**src/rtl/pipelined_lane_adder.sv**
```systemverilog
// pipelined_lane_adder: one LANE_W-bit lane resolved per pipeline stage,
// least significant lane first. Per-beat choice of full-width add (carry
// ripples stage to stage) or SIMD add (inter-lane carry killed).
// Global-advance valid/ready flow control: every stage shifts or all hold.
// Optional macro PIPELINED_LANE_ADDER_SAT_EN enables unsigned saturation
// in the last stage; raw carries are still reported.
module pipelined_lane_adder #(
  parameter int WIDTH  = 32,
  parameter int LANE_W = 8
) (
  input  logic                      clk,
  input  logic                      rst,
  input  logic                      in_valid,
  output logic                      in_ready,
  input  logic [WIDTH-1:0]          in_a,
  input  logic [WIDTH-1:0]          in_b,
  input  logic                      in_cin,
  input  logic                      in_simd,
  output logic                      out_valid,
  input  logic                      out_ready,
  output logic [WIDTH-1:0]          out_sum,
  output logic                      out_cout,
  output logic [WIDTH/LANE_W-1:0]   out_lane_carry
);

  localparam int LANES = WIDTH / LANE_W;

  // Stage registers: S(k) holds a beat whose lanes 0..k are resolved.
  logic [LANES-1:0] vld_q;
  logic [WIDTH-1:0] a_q    [LANES];
  logic [WIDTH-1:0] b_q    [LANES];
  logic [WIDTH-1:0] sum_q  [LANES];
  logic [LANES-1:0] lc_q   [LANES];
  logic             simd_q [LANES];
  logic             cout_q;

  // Next-state values for each stage (what it loads when the pipe advances).
  logic [LANES-1:0] vld_d;
  logic [WIDTH-1:0] a_d    [LANES];
  logic [WIDTH-1:0] b_d    [LANES];
  logic [WIDTH-1:0] psum_d [LANES];
  logic [LANES-1:0] plc_d  [LANES];
  logic             simd_d [LANES];
  logic             cin_d  [LANES];
  logic [WIDTH-1:0] sum_d  [LANES];
  logic [LANES-1:0] lc_d   [LANES];
  logic             cout_d;
  logic [LANE_W:0]  lane_res;
  logic             adv;

  // Advance control, stage input selection and per-stage lane add.
  always_comb begin
    adv      = out_ready | ~vld_q[LANES-1];
    lane_res = '0;
    cout_d   = 1'b0;

    vld_d[0]  = in_valid;
    a_d[0]    = in_a;
    b_d[0]    = in_b;
    psum_d[0] = '0;
    plc_d[0]  = '0;
    simd_d[0] = in_simd;
    cin_d[0]  = in_cin & ~in_simd;
    for (int unsigned k = 1; k < LANES; k++) begin
      vld_d[k]  = vld_q[k-1];
      a_d[k]    = a_q[k-1];
      b_d[k]    = b_q[k-1];
      psum_d[k] = sum_q[k-1];
      plc_d[k]  = lc_q[k-1];
      simd_d[k] = simd_q[k-1];
      cin_d[k]  = lc_q[k-1][k-1] & ~simd_q[k-1];
    end

    for (int unsigned k = 0; k < LANES; k++) begin
      lane_res = {1'b0, a_d[k][k*LANE_W +: LANE_W]}
               + {1'b0, b_d[k][k*LANE_W +: LANE_W]}
               + {{LANE_W{1'b0}}, cin_d[k]};
      sum_d[k] = psum_d[k];
      sum_d[k][k*LANE_W +: LANE_W] = lane_res[LANE_W-1:0];
      lc_d[k] = plc_d[k];
      lc_d[k][k] = lane_res[LANE_W];
    end

    cout_d = lc_d[LANES-1][LANES-1] & ~simd_d[LANES-1];

`ifdef PIPELINED_LANE_ADDER_SAT_EN
    // Saturation sits in the last stage so latency is unchanged.
    if (simd_d[LANES-1]) begin
      for (int unsigned j = 0; j < LANES; j++) begin
        if (lc_d[LANES-1][j]) sum_d[LANES-1][j*LANE_W +: LANE_W] = '1;
      end
    end else if (lc_d[LANES-1][LANES-1]) begin
      sum_d[LANES-1] = '1;
    end
`endif
  end

  // Pipeline registers: reset clears everything, otherwise shift on adv.
  always_ff @(posedge clk) begin
    if (rst) begin
      vld_q  <= '0;
      cout_q <= 1'b0;
      for (int unsigned k = 0; k < LANES; k++) begin
        a_q[k]    <= '0;
        b_q[k]    <= '0;
        sum_q[k]  <= '0;
        lc_q[k]   <= '0;
        simd_q[k] <= 1'b0;
      end
    end else if (adv) begin
      vld_q  <= vld_d;
      cout_q <= cout_d;
      for (int unsigned k = 0; k < LANES; k++) begin
        a_q[k]    <= a_d[k];
        b_q[k]    <= b_d[k];
        sum_q[k]  <= sum_d[k];
        lc_q[k]   <= lc_d[k];
        simd_q[k] <= simd_d[k];
      end
    end
  end

  assign in_ready       = adv;
  assign out_valid      = vld_q[LANES-1];
  assign out_sum        = sum_q[LANES-1];
  assign out_cout       = cout_q;
  assign out_lane_carry = lc_q[LANES-1];

endmodule

```
**config.mk**
```make
export PLATFORM = sky130hd
export DESIGN_NAME = pipelined_lane_adder
export DESIGN_NICKNAME = d
export VERILOG_FILES = /design/src/rtl/pipelined_lane_adder.sv
export SDC_FILE = /design/constraint.sdc
export NUM_CORES = 1
export LEC_CHECK = 0
export ABC_AREA = 1
export CORE_MARGIN = 2
export CORE_UTILIZATION = 40
export DETAILED_ROUTE_END_ITERATION = 16
export GPL_TIMING_DRIVEN = 0
export HOLD_SLACK_MARGIN = 0.03
export PLACE_DENSITY = 0.74
export REMOVE_ABC_BUFFERS = 1
export SYNTH_ARGS = -nofsm -noshare
export SYNTH_HDL_FRONTEND = slang
export SYNTH_SLANG_ARGS = --single-unit
```
**constraint.sdc**
```tcl
create_clock -name clk -period 5.5 [get_ports clk]
set_input_delay 0.825 -clock clk [delete_from_list [all_inputs] [get_ports clk]]
set_output_delay 0.825 -clock clk [all_outputs]
set_load 0.01 [all_outputs]
```
==> results of run 1 <==
## final cells by class
class | instances | area [µm²] | share of cell area, %
multi-input cells | 417 | 2100 | 19.4
flip-flops and latches | 194 | 5780 | 53.6
inverters | 219 | 827 | 7.67
clock inverters | 15 | 145 | 1.35
well taps | 280 | 350 | 3.25
clock buffers | 17 | 425 | 3.94
repair buffers | 111 | 1160 | 10.8
## layout by cell type, fill, tap and decap left out, drive strengths merged, types with 4 or more instances in the layout
cell,count
inv,226
nor2,201
edfxtp,189
clkdlybuf4s50,108
nand2,101
a21oi,32
ha,28
nand3,24
clkbuf,17
o21ai,8
fa,8
dfxtp,5
o21a,4
clkinv,4
## path summary, 6_finish.rpt
path	from	end	slack, ns
worst min-delay path	vld_q[0]$_SDFFE_PP0P_	vld_q[1]$_SDFFE_PP0P_	0.47
worst min register to register	vld_q[0]$_SDFFE_PP0P_	vld_q[1]$_SDFFE_PP0P_	0.47
worst max register to register	simd_q[0][2]$_SDFFCE_PN0P_	sum_q[3][30]$_SDFFCE_PN0P_	3.28
worst max-delay path	out_ready	in_ready	2.62
## cell usage after synthesis
| library cell | n | area, µm² |
|---|---|---|
| sky130_fd_sc_hd__buf_4 | 1 | 7.51 |
| sky130_fd_sc_hd__nor2_1 | 199 | 747 |
| sky130_fd_sc_hd__inv_2 | 1 | 3.75 |
| sky130_fd_sc_hd__buf_2 | 6 | 30.0 |
| sky130_fd_sc_hd__nand3b_1 | 2 | 15.0 |
| sky130_fd_sc_hd__nand3_1 | 24 | 120 |
| sky130_fd_sc_hd__or2_2 | 3 | 18.8 |
| sky130_fd_sc_hd__inv_1 | 218 | 818 |
| sky130_fd_sc_hd__and2_1 | 2 | 12.5 |
| sky130_fd_sc_hd__buf_6 | 13 | 146 |
| sky130_fd_sc_hd__o21ai_0 | 8 | 40.0 |
| sky130_fd_sc_hd__a21oi_1 | 32 | 160 |
| sky130_fd_sc_hd__o21a_1 | 4 | 30.0 |
| sky130_fd_sc_hd__o22ai_1 | 2 | 12.5 |
| sky130_fd_sc_hd__nor2_8 | 1 | 20.0 |
| sky130_fd_sc_hd__nand2_1 | 101 | 379 |
| sky130_fd_sc_hd__nand4_1 | 1 | 6.26 |
| sky130_fd_sc_hd__dfxtp_1 | 5 | 100 |
| sky130_fd_sc_hd__fa_1 | 8 | 160 |
| sky130_fd_sc_hd__nor2_4 | 1 | 11.3 |
| sky130_fd_sc_hd__ha_1 | 28 | 350 |
| sky130_fd_sc_hd__edfxtp_1 | 189 | 5680 |
| sky130_fd_sc_hd__a31oi_1 | 1 | 6.26 |
## stage by stage
step	TNS, ns	cells	utilization [%]	area (µm²)
floorplan	-30.90	830	-	8690
global placement	-439.13	1218	46.4	10100
detailed placement	0	1221	46.8	10200
CTS	0	1253	49.4	10800
global route	0	1253	49.4	10800
finish	0	1253	49.4	10800
## tightest hold or removal path: stages, from the launching register on
cell and delay (ns):
sky130_fd_sc_hd__dfxtp_1 0.30, sky130_fd_sc_hd__inv_1 0.06, sky130_fd_sc_hd__o22ai_1 0.07
## registers in the layout, summed over array words and instances, names as in the netlist
register and count:
sum_q 80, a_q 48, simd_q 3, out_cout 1
b_q 48, vld_q 4, lc_q 10
## metal layers
layer	wire (µm)	up-vias
li1	-	2851
met1	5850	2481
met2	6990	114
met3	493	20
met4	222	0
met5	0	-
## power by group through the flow
stage	Sequential (mW)	Clock, mW	Combinational, mW
after CTS	1.74	1.24	0.291
after detailed placement	1.77	0	0.288
after global routing	1.75	1.30	0.329
final	1.74	1.21	0.287
after global placement	1.77	0	0.281
after floorplan	1.77	0	0.162
## cells by family (layout without fill, tap and decap cells)
group           count (synthesis)  count (layout)
flops                         194             194
compound gates                 47              47
simple gates                  334             334
buf+inv                       239             362
fa+ha+maj                      36              36
==> metrics.log, run 1 <==
INFO  metric netlist-cell-type-count = 23
INFO  metric timing.fmax = approximately 350 MHz
INFO  metric final-max-slew-violation-count = 0
INFO  metric synth_simple_gate_area_share = ~15%
INFO  metric use_met2 = 22.3%
INFO  metric finClkSkew = 0.00610 ns
INFO  metric viasPerCell = approximately 4.4
INFO  metric power.share.clock = 37.4%
INFO  metric critical_path_cell_count = 4
INFO  metric worstHoldPathType = flop to flop
INFO  metric power.share.sequential = 53.7%
INFO  metric drc = 0
INFO  metric largest_net_degree_at_the_start_of_global_routing = 88
INFO  metric drt-pass1-iter-count = 4
INFO  metric yosys_warnings = 0
INFO  metric synth_compound_area_share = under 10%
INFO  metric worst_ep_arrival_time = just over 2 ns
INFO  metric busiest_layer = met2
INFO  metric whs = 0.471 ns
INFO  metric run_status = complete, no violations
INFO  metric hpwl_dp = approximately 8900 µm
INFO  metric grt_overflow_total = 0
INFO  metric switching_power = around 0.75 mW
INFO  metric finish.net_count = around 1100
INFO  metric p_comb_share = just under 9%
INFO  metric synth_area = approximately 8900 µm²
INFO  metric finalHoldViolCount = 0
INFO  metric kind_of_critical_path = input pin to output pin
INFO  metric yosys_register_bits = ~190
INFO  metric syn_to_final_growth = 21.6%
INFO  metric hold_path_depth = 2
INFO  metric synthXorXnorAreaFrac = 0%
INFO  metric grt_first_pass_wirelength = 23100 µm
INFO  metric overall_die_area = roughly 23000 µm²
INFO  metric crit_chain = clkdlybuf4s50_1 -> nor2_4 -> inv_1 -> clkdlybuf4s50_1
INFO  metric cts_inserted_buffers = 17
INFO  metric layout-drive-gt1-share = 4.32%
INFO  metric post_synthesis_instance_total = between 800 and 900
INFO  metric cts_buffer_depth = 2
INFO  metric switching_share = a little under a quarter
INFO  metric cp.required = around 4.7 ns
INFO  metric gp_congestion = about 0.86
INFO  metric worst_ir_drop_vdd = 0.199 mV
INFO  metric grt_util_met1 = 13.9%
INFO  metric static-leakage-power = slightly below 5 nW
INFO  metric grtUsageMet3 = ~3.2%
INFO  metric power.density = ~300 nW/µm²
INFO  metric grt_util_all_layers = between 10 and 15%
INFO  metric slew_limit_headroom = approximately three fifths
INFO  metric initial_core_util = between 40% and 50%
INFO  metric cts_max_level = 4
INFO  metric initialDrtViolationCount = 278
INFO  metric via_count_of_the_first_global_routing_pass = about 5200
INFO  metric timing.critical_path.slowest_cell_delay = about 0.47 ns
INFO  metric vias = 5466
INFO  metric timing.max_cap.violations = 0
INFO  metric setup_crit_end_kind = output pin
INFO  metric synth_seq_area_share = between 60% and 70%
INFO  metric intPower = 2.49 mW
INFO  metric tritoncts = yes
INFO  metric report.power.total = between 3 and 4 mW
INFO  metric cts_hold_buf = 0
INFO  metric critical_path.top_delay_family = buffers and inverters
INFO  metric layout_setup_ws = 2.62 ns
INFO  metric crit_path_top_delay_cell = sky130_fd_sc_hd__clkdlybuf4s50_1
INFO  metric path_common_cell = sky130_fd_sc_hd__clkdlybuf4s50_1
INFO  metric finalSetupViolCount = 0
INFO  metric fin_crit_sh = 52.4%
INFO  metric routed_wire_length_per_instance = approximately 11 µm
INFO  metric postSynthAreaPerCell = between 10 and 15 µm²
INFO  metric rsz0062_at_grt = false
INFO  metric setup.worst_path.start_class = input pin
INFO  metric critical_path_peak_fanout = 4
INFO  metric cts_sinks = slightly below 200
INFO  metric rows = between 50 and 60
INFO  metric core_area = ~22000 µm²
INFO  metric place.port_buffers = around 110
INFO  metric reg2regPathDepth = 7
INFO  metric tightestPinTransition = approximately 0.62 ns
INFO  metric clock_latency = around 0.42 ns
INFO  metric synth_top_family_by_area = simple AND/OR/NAND/NOR gates
INFO  metric filler_cell_count = 1990
INFO  metric post_cts_resized = 0
INFO  metric worst_setup_hold_path_clk_slew = approximately 0.070 ns
INFO  metric die_width = around 150 µm
INFO  metric synth.area.mux_share = 0%
INFO  metric post_synth_fa_ha_maj_area_fraction = about 5.8%
INFO  metric antenna-diode-count = 0
INFO  metric num_io_pins = 109
INFO  metric final_antenna_net_count = 0
INFO  metric timing.critical_path.buf_inv = 3
INFO  metric post-route-min-period = a little under 3 ns
INFO  metric drt_wl_total = about 14000 µm
INFO  metric dp_slack = about 2.5 ns
INFO  metric grt_antenna_before_repair = 0
INFO  metric postCtsSetupBuffers = 0
INFO  metric clk_root_buffer_cell = sky130_fd_sc_hd__clkbuf_16
INFO  metric die_h = ~150 µm
Power figures use the tool's default switching activity.
==> run 2: changes to the inputs <==
--- a/config.mk
+++ b/config.mk
@@ -11,7 +11,7 @@
 export DETAILED_ROUTE_END_ITERATION = 16
 export GPL_TIMING_DRIVEN = 0
 export HOLD_SLACK_MARGIN = 0.03
-export PLACE_DENSITY = 0.74
+export PLACE_DENSITY = 0.72
 export REMOVE_ABC_BUFFERS = 1
 export SYNTH_ARGS = -nofsm -noshare
 export SYNTH_HDL_FRONTEND = slang
==> constraint.sdc (replaced) <==
create_clock -name clk -period 2.9 [get_ports clk]
set_input_delay 0.435 -clock clk [delete_from_list [all_inputs] [get_ports clk]]
set_output_delay 0.435 -clock clk [all_outputs]
set_load 0.01 [all_outputs]
==> metrics.log, run 2 (synthesis results as in run 1) <==
INFO  metric run_status = complete, no violations (unchanged)
INFO  metric routed_wire_length_per_instance = 11.1 µm (was 10.8 µm)
INFO  metric setup_crit_end_kind = flop (was output pin)
INFO  metric cp.required = 3.09 ns (was 4.68 ns)
INFO  metric timing.max_cap.violations = 0 (unchanged)
INFO  metric worst_ir_drop_vdd = 0.359 mV (was 0.199 mV)
INFO  metric fin_area = 10800 µm² (about the same)
INFO  metric register_containing_the_most_flip_flops_in_the_final_layout = sum_q (unchanged)
INFO  metric place_area = 10200 µm² (unchanged)
INFO  metric cts_buffer_depth = 2 (unchanged)
INFO  metric regToRegStartpoint = simd_q[0][2]$_SDFFCE_PN0P_ (unchanged)
INFO  metric cts_hold_buf = 0 (unchanged)
INFO  metric layout-drive-gt1-share = 4.21% (was 4.32%)
INFO  metric drc = 0 (unchanged)
INFO  metric holdCritStartpoint = vld_q[2]$_SDFFE_PP0P_ (was vld_q[0]$_SDFFE_PP0P_)
INFO  metric tightestPinTransition = 0.620 ns (was 0.625 ns)
INFO  metric top_regs = sum_q (80), a_q (48), b_q (48) (unchanged)
INFO  metric initial_core_util = 40.6% (unchanged)
INFO  metric rsz0062_at_grt = false (unchanged)
INFO  metric switching_share = 22.8% (was 23.1%)
INFO  metric path_common_cell = sky130_fd_sc_hd__fa_1 (was sky130_fd_sc_hd__clkdlybuf4s50_1)
INFO  metric critical_path_peak_fanout = 4 (unchanged)
INFO  metric post-route-min-period = about 2.2 ns
INFO  metric static-leakage-power = 4.85 nW (was 4.83 nW)
INFO  metric final_antenna_net_count = 0 (unchanged)
INFO  metric rows = 54 (unchanged)
INFO  metric worstHoldPathType = flop to flop (unchanged)
INFO  metric via_count_of_the_first_global_routing_pass = 5090 (was 5212)
INFO  metric timing.critical_path.from = simd_q[0][2]$_SDFFCE_PN0P_ (was out_ready)
INFO  metric clk_root_buffer_cell = sky130_fd_sc_hd__clkbuf_16 (unchanged)
INFO  metric hpwl_dp = 9110 µm (was 8860 µm)
INFO  metric clock_latency = 0.43 ns (was 0.42 ns)
INFO  metric slew_limit_headroom = 58.6% (was 58.3%)
INFO  metric place.port_buffers = 108 (unchanged)
INFO  metric initialDrtViolationCount = 314 (was 278)
INFO  metric report.power.total = 6.23 mW (was 3.23 mW)
INFO  metric drt-pass1-iter-count = 5 (was 4)
INFO  metric die_width = 153 µm (unchanged)
INFO  metric timing.fmax = approximately 450 MHz
INFO  metric finClkSkew = 0.00986 ns (was 0.00610 ns)
INFO  metric gp_congestion = 0.864 (was 0.856)
INFO  metric viasPerCell = 4.37 (was 4.36)
INFO  metric worst_ep_arrival_time = 2.41 ns (was 2.06 ns)
INFO  metric antenna-diode-count = 0 (unchanged)
INFO  metric power.share.clock = 38.4% (was 37.4%)
INFO  metric most_common_library_cell_in_the_layout_ignoring_fill_and_taps = sky130_fd_sc_hd__inv_1 (unchanged)
INFO  metric fin_crit_sh = 76.5%
INFO  metric post_cts_resized = 0 (unchanged)
INFO  metric grt_overflow_total = 0 (unchanged)
INFO  metric layout_setup_ws = 0.682 ns (was 2.62 ns)
INFO  metric power.density = 576 nW/µm² (was 300 nW/µm²)
INFO  metric cts_max_level = 4 (unchanged)
INFO  metric die_h = 153 µm (unchanged)
INFO  metric crit_chain = or2_2 -> fa_1 -> fa_1 -> inv_1 -> nand3_1 -> a31oi_1 -> nor2_1 (was clkdlybuf4s50_1 -> nor2_4 -> inv_1 -> clkdlybuf4s50_1)
INFO  metric grt_util_all_layers = 12.3% (was 12.2%)
INFO  metric finalHoldViolCount = 0 (unchanged)
INFO  metric cts_sinks = 194 (unchanged)
INFO  metric timing.reg2reg.setup_slack = 0.68 ns (was 3.28 ns)
INFO  metric timing.critical_path.buf_inv = 1 (was 3)
INFO  metric timing.critical_path.slowest_cell_delay = 0.43 ns (was 0.47 ns)
INFO  metric switching_power = 1.42 mW (was 0.745 mW)
INFO  metric finalSetupViolCount = 0 (unchanged)
INFO  metric worst_setup_hold_path_clk_slew = 0.07 ns (about the same)
INFO  metric p_comb_share = 8.7% (was 8.9%)
INFO  metric setup.worst_path.start_class = flop (was input pin)
INFO  metric syn_to_final_growth = 21.9% (was 21.6%)
INFO  metric tritoncts = yes (unchanged)
INFO  metric grt_antenna_before_repair = 0 (unchanged)
INFO  metric most-common-layout-cells = sky130_fd_sc_hd__inv_1 (218), sky130_fd_sc_hd__nor2_1 (199), sky130_fd_sc_hd__edfxtp_1 (189) (unchanged)
INFO  metric dp_slack = 0.297 ns (was 2.49 ns)
INFO  metric finish.net_count = 1066 (unchanged)
INFO  metric grt_first_pass_wirelength = 23300 µm (was 23100 µm)
INFO  metric kind_of_critical_path = flop to flop (was input pin to output pin)
INFO  metric whs = 0.486 ns (was 0.471 ns)
INFO  metric final-max-slew-violation-count = 0 (unchanged)
INFO  metric num_io_pins = 109 (unchanged)
INFO  metric critical_path.top_delay_family = adder cells (was buffers and inverters)
INFO  metric postCtsSetupBuffers = 0 (unchanged)
INFO  metric overall_die_area = 23400 µm² (unchanged)
INFO  metric largest_net_degree_at_the_start_of_global_routing = 86 (was 88)
INFO  metric largest_register_ffs = 80 (unchanged)
INFO  metric core_area = 21800 µm² (unchanged)
INFO  metric crit_path_top_delay_cell = sky130_fd_sc_hd__fa_1 (was sky130_fd_sc_hd__clkdlybuf4s50_1)
INFO  metric power.share.sequential = 52.9% (was 53.7%)
INFO  metric vias = 5470 (was 5466)
INFO  metric cts_inserted_buffers = 17 (unchanged)
INFO  metric intPower = 4.81 mW (was 2.49 mW)
INFO  metric drt_wl_total = 13800 µm (was 13600 µm)
==> run 2: changes by cell type in the layout (fill, tap and decap cells not counted), sizes merged <==
| cell | delta |
|---|---|
| clkinv | +3 |
| clkinvlp | -3 |
| bufinv | +1 |
| clkbuf | +1 |
| inv | -2 |
==> run 2: area by class of cell <==
type	count	area [µm²]
fillers	1976	11000
inverters	219	827
clock buffers	18	429
flip-flops and latches	194	5780
multi-input cells	417	2100
clock inverters	14	174
well taps	280	350
repair buffers	111	1160
==> run 2: path summary, 6_finish.rpt <==
check                                    end  cells past startpoint
hold / removal         vld_q[2]$_SDFFE_PP0P_                      2
setup reg to reg  sum_q[3][30]$_SDFFCE_PN0P_                      7
hold reg to reg        vld_q[2]$_SDFFE_PP0P_                      2
setup / recovery  sum_q[3][30]$_SDFFCE_PN0P_                      7
==> run 2: metrics by stage <==
step / util (%) / TNS [ns] / cells
3_5_place_dp: 46.8 / 0 / 1221
5_1_grt: 49.6 / 0 / 1253
2_1_floorplan: - / -457.34 / 830
4_1_cts: 49.6 / 0 / 1253
6_report: 49.6 / 0 / 1253
3_3_place_gp: 46.4 / -993.63 / 1218
==> run 2: tightest hold or removal path: cells and delay by family, from the launching register on <==
kind            cells  cell delay [ns]
flops               1             0.30
compound gates      1             0.08
buf+inv             1             0.06
==> run 2: routing by layer <==
layer	wire length [µm]	up-vias	global-route usage [%]	share of wire, %
met5	0	-	0	0
met4	170	0	4.06	1.2
li1	-	2850	-	-
met3	664	16	3.37	4.8
met2	7270	118	21.9	52
met1	5740	2486	14.4	41
==> run 2: power by group through the flow <==
stage          clock, mW  combinational, mW  sequential [mW]
6_report            2.39              0.543             3.29
5_1_grt             2.56              0.626             3.31
4_1_cts             2.46              0.552             3.30
3_5_place_dp           0              0.548             3.36
3_3_place_gp           0              0.532             3.36
2_1_floorplan          0              0.307             3.36
